File: src/rtl/rom_stream_reader.sv
// Reads a run of consecutive ROM words and streams them out over valid/ready.
// Each word costs one FETCH cycle plus one or more HOLD cycles; FIN emits done.
module rom_stream_reader #(
  parameter int unsigned ADDR_W = 3,
  parameter int unsigned DATA_W = 8
) (
  input  logic              clk,
  input  logic              rst_n,
  input  logic              start,
  input  logic              abort,
  input  logic [ADDR_W-1:0] base_addr,
  input  logic [ADDR_W:0]   count,
  output logic [ADDR_W-1:0] rom_addr,
  output logic              rom_cs,
  output logic              rom_rd_en,
  input  logic [DATA_W-1:0] rom_data,
  output logic [DATA_W-1:0] out_data,
  output logic              out_valid,
  input  logic              out_ready,
  output logic              out_last,
  output logic              busy,
  output logic              done
);

  localparam int unsigned CNT_W = ADDR_W + 1;

  typedef enum logic [1:0] {
    S_IDLE  = 2'd0,
    S_FETCH = 2'd1,
    S_HOLD  = 2'd2,
    S_FIN   = 2'd3
  } state_t;

  state_t            r_state;
  logic [ADDR_W-1:0] r_addr;
  logic [CNT_W-1:0]  r_rem;
  logic [DATA_W-1:0] r_data;
  logic              r_last;
  logic              w_fetch;

  // ROM strobes exist only during FETCH; address is parked at 0 otherwise
  assign w_fetch   = (r_state == S_FETCH);
  assign rom_cs    = w_fetch;
  assign rom_rd_en = w_fetch;
  assign rom_addr  = w_fetch ? r_addr : '0;

  assign out_data  = r_data;
  assign out_last  = r_last;
  assign out_valid = (r_state == S_HOLD);
  assign busy      = (r_state != S_IDLE);
  assign done      = (r_state == S_FIN);

  // Sequencer; abort outranks the stream handshake in FETCH and HOLD
  always_ff @(posedge clk) begin
    if (!rst_n) begin
      r_state <= S_IDLE;
      r_addr  <= '0;
      r_rem   <= '0;
      r_data  <= '0;
      r_last  <= 1'b0;
    end else begin
      case (r_state)
        S_IDLE: begin
          if (start) begin
            if (count != '0) begin
              r_addr  <= base_addr;
              r_rem   <= count;
              r_state <= S_FETCH;
            end else begin
              r_state <= S_FIN;
            end
          end
        end
        S_FETCH: begin
          if (abort) begin
            r_state <= S_IDLE;
          end else begin
            r_data  <= rom_data;
            r_last  <= (r_rem == CNT_W'(1));
            r_addr  <= r_addr + ADDR_W'(1);
            r_rem   <= r_rem - CNT_W'(1);
            r_state <= S_HOLD;
          end
        end
        S_HOLD: begin
          if (abort) begin
            r_state <= S_IDLE;
          end else if (out_ready) begin
            r_state <= r_last ? S_FIN : S_FETCH;
          end
        end
        S_FIN: begin
          r_state <= S_IDLE;
        end
        default: begin
          r_state <= S_IDLE;
        end
      endcase
    end
  end

endmodule

File: config.mk
export PLATFORM = sky130hd
export DESIGN_NAME = rom_stream_reader
export DESIGN_NICKNAME = d
export VERILOG_FILES = /design/src/rtl/rom_stream_reader.sv
export SDC_FILE = /design/constraint.sdc
export NUM_CORES = 1
export LEC_CHECK = 0
export ABC_AREA = 1
export CORE_ASPECT_RATIO = 0.9
export CORE_MARGIN = 2
export CORE_UTILIZATION = 45
export DETAILED_ROUTE_END_ITERATION = 16
export GPL_TIMING_DRIVEN = 0
export PLACE_DENSITY = 0.83
export SLEW_MARGIN = 10
export SYNTH_ARGS = -nofsm -noshare
export SYNTH_HDL_FRONTEND = slang
export SYNTH_SLANG_ARGS = --single-unit
File: constraint.sdc
create_clock -name clk -period 4 [get_ports clk]
set_clock_uncertainty 0.15 [all_clocks]
set_input_delay 0.4 -clock clk [delete_from_list [all_inputs] [get_ports clk]]
set_output_delay 0.4 -clock clk [all_outputs]
set_load 0.05 [all_outputs]
==> impl_metrics.json <==
{
  "synth_area_per_cell_um2": 6.74,
  "fp.dieW_um": 51.8,
  "rsz0062_at_grt": "false",
  "fin_nets": 201,
  "relSlewSlack": 0.663,
  "insertion_delay_ns": 0.30,
  "vias_per_cell": 4.79,
  "switching_share": 0.379,
  "remaining_drc_errors": 0,
  "grt_pass1_wl_um": 3660,
  "p_per_area_nw_per_um2": 401,
  "hp-class": "reg -> reg",
  "crit_chain": "nand2_2 -> inv_1 -> buf_4 -> clkdlybuf4s50_1",
  "seq_area_frac_synth": 0.390,
  "synth_seq_cells": 18,
  "crit_cells": 4,
  "dieArea_um2": 2430,
  "hold_path_depth": 2,
  "timing.rr.start": "r_rem[0]",
  "postCtsSetupBuffers": 0,
  "pin_count": 37,
  "fin_cells": 202,
  "coreArea_um2": 1930,
  "routabilityCongestion": 0.787,
  "dp_cells": 198,
  "antenna_found_initial": 0,
  "place_ws_ns": 1.78,
  "netlist_instances": 137,
  "start_util": 0.478,
  "worstRegToRegCells": 7,
  "netlist_area_um2": 923,
  "switching_power_w": 0.000205,
  "synth_area_leaders": "dfxtp_1 (39%), nand2_1 (15%), a21oi_1 (8.7%)",
  "cp_max_fo": 6,
  "cts_root_buf": "clkbuf_4",
  "worst_setup_path_start_kind": "flip-flop",
  "crit_arrival_ns": 2.01,
  "setup_violations": 0,
  "grt-ovfl-total": 0,
  "async_flop_share": 0,
  "routed_wl_um": 2250,
  "grt_usage": 0.206,
  "drive_gt1_frac": 0.0847,
  "cp_data_required_time_ns": 3.45,
  "yosys.area.top_type": "dfxtp_1",
  "clk_path_buf_depth": 2,
  "max_freq_ghz": 0.391,
  "drtIter0Drc": 15,
  "core.rowCount": 15,
  "fp.dieH_um": 47.0,
  "ir_worst_vdd_uv": 252,
  "wire_per_inst_um": 11.1,
  "p_comb_frac": 0.390,
  "critPathSlowestCell": "clkdlybuf4s50_1",
  "slowest_delay_ns": 0.78,
  "synth-edff-count": 0,
  "period_share": 0.640,
  "path_buf_inv": 3,
  "netlist_top_cells_count": "nand2_1 (37), nor2_1 (20), dfxtp_1 (18), a21oi_1 (16), inv_1 (14)",
  "cp_top_family": "buffers and inverters",
  "leakagePower_nw": 0.576,
  "cts_hold_buf": 0,
  "tightest_slew_ns": 0.504,
  "setup_tns_ns": 0,
  "holdCritStartpoint": "out_data[1]",
  "slew_viol_final": 0,
  "synth.most_common_cell": "nand2_1",
  "internal_power_w": 0.000337,
  "post-route-min-period_ns": 2.56,
  "hold_viol_final": 0,
  "syn_nets": 160,
  "post_cts_resize_count": 0,
  "portBuffers": 36,
  "cts_tree": "done",
  "crit_type": "reg -> out",
  "synthFlopType": "dfxtp_1",
  "area_growth_pct": 46.3,
  "cts_buffers": 3,
  "seq_power_share": 0.397,
  "yosys_warnings": 0,
  "hpwl_um": 1720,
  "synth.top_cell.area_share": 0.390,
  "grt_max_degree": 11,
  "diodes": 0,
  "ant_nets": 0,
  "end_kind": "primary output",
  "cts_num_sinks": 18,
  "vias": 967,
  "first_pass_iters": 4,
  "synth_cell_types": 23,
  "worst_slack_ns": 1.44,
  "status": "completed",
  "grt_pass1_vias": 891,
  "critPathLaunch": "r_state[0]",
  "cts_htree_levels": 1,
  "clock_power_share": 0.213,
  "clk_pin_slew_ns": 0.11,
  "maxCapViolCount": 0
}
power groups by stage:
stage	clock, W	combinational (W)	sequential, W
after floorplan	0	0.000126	0.000234
after global placement	0	0.000205	0.000218
after detailed placement	0	0.000209	0.000219
after CTS	0.000117	0.000212	0.000215
after global routing	0.000123	0.000232	0.000218
final	0.000115	0.000211	0.000215
cells by family (layout without fill, tap and decap cells):
| kind of cell | Yosys count | count (layout) | synth area share |
|---|---|---|---|
| XOR/XNOR | 1 | 1 | 0.00949 |
| flip-flops | 18 | 18 | 0.390 |
| AO/OA/AOI/OAI | 26 | 26 | 0.144 |
| buffers and inverters | 21 | 61 | 0.0989 |
| adder cells (fa/ha/maj) | 3 | 3 | 0.0407 |
| AND/OR/NAND/NOR | 68 | 68 | 0.317 |
layout by cell type, fill, tap and decap left out, types with 4 or more instances in the layout:
master           Yosys  layout
inv_1               14      14
nor2_1              20      20
o21ai_0              6       6
nand3_1              4       4
dfxtp_1             18      18
nand2_1             37      37
a21oi_1             16      16
clkdlybuf4s50_1      0      36
routing by layer:
metal  GRT usage  up-vias  share of wire
li1            -      511              -
met1       0.250      430           0.43
met2       0.369       21           0.51
met3      0.0318        5          0.037
met4      0.0947        0          0.020
met5           0        -              0
worst register-to-register path, cell delays in order, from the launching register on:
cell	delay (ns)
dfxtp_1	0.41
inv_1	0.09
ha_1	0.22
or2_2	0.27
nand3_1	0.07
nand2_1	0.05
nand2_1	0.06
a21oi_1	0.06
registers in the layout, indices dropped and copies added (netlist names):
register and flops:
out_data 8, out_last 1, r_addr 3, r_rem 4, r_state 2
per-stage QoR:
step | power (W) | instance area (um^2) | util | hold slack [ns]
2_1_floorplan | 0.000360 | 923 | - | 0.298
4_1_cts | 0.000544 | 1350 | 0.699 | 0.329
5_1_grt | 0.000573 | 1350 | 0.699 | 0.350
3_3_place_gp | 0.000423 | 1320 | 0.680 | 0.301
3_5_place_dp | 0.000428 | 1320 | 0.680 | 0.313
6_report | 0.000542 | 1350 | 0.699 | 0.328
layout make-up:
cell class,count,area (um^2)
Buffer,4,27.5
Clock buffer,4,36.3
Fill cell,177,582
Inverter,17,63.8
Multi-Input combinational cell,98,472
Sequential cell,18,360
Tap cell,25,31.3
Timing Repair Buffer,36,360
worst paths after layout:
path,to,slack [ns]
worst max-delay path,rom_rd_en,1.44
worst min-delay path,out_data[1],0.33
worst max register to register,r_rem[2],2.51
worst min register to register,out_data[1],0.33
Note: power is estimated with default switching activity, not from simulation.
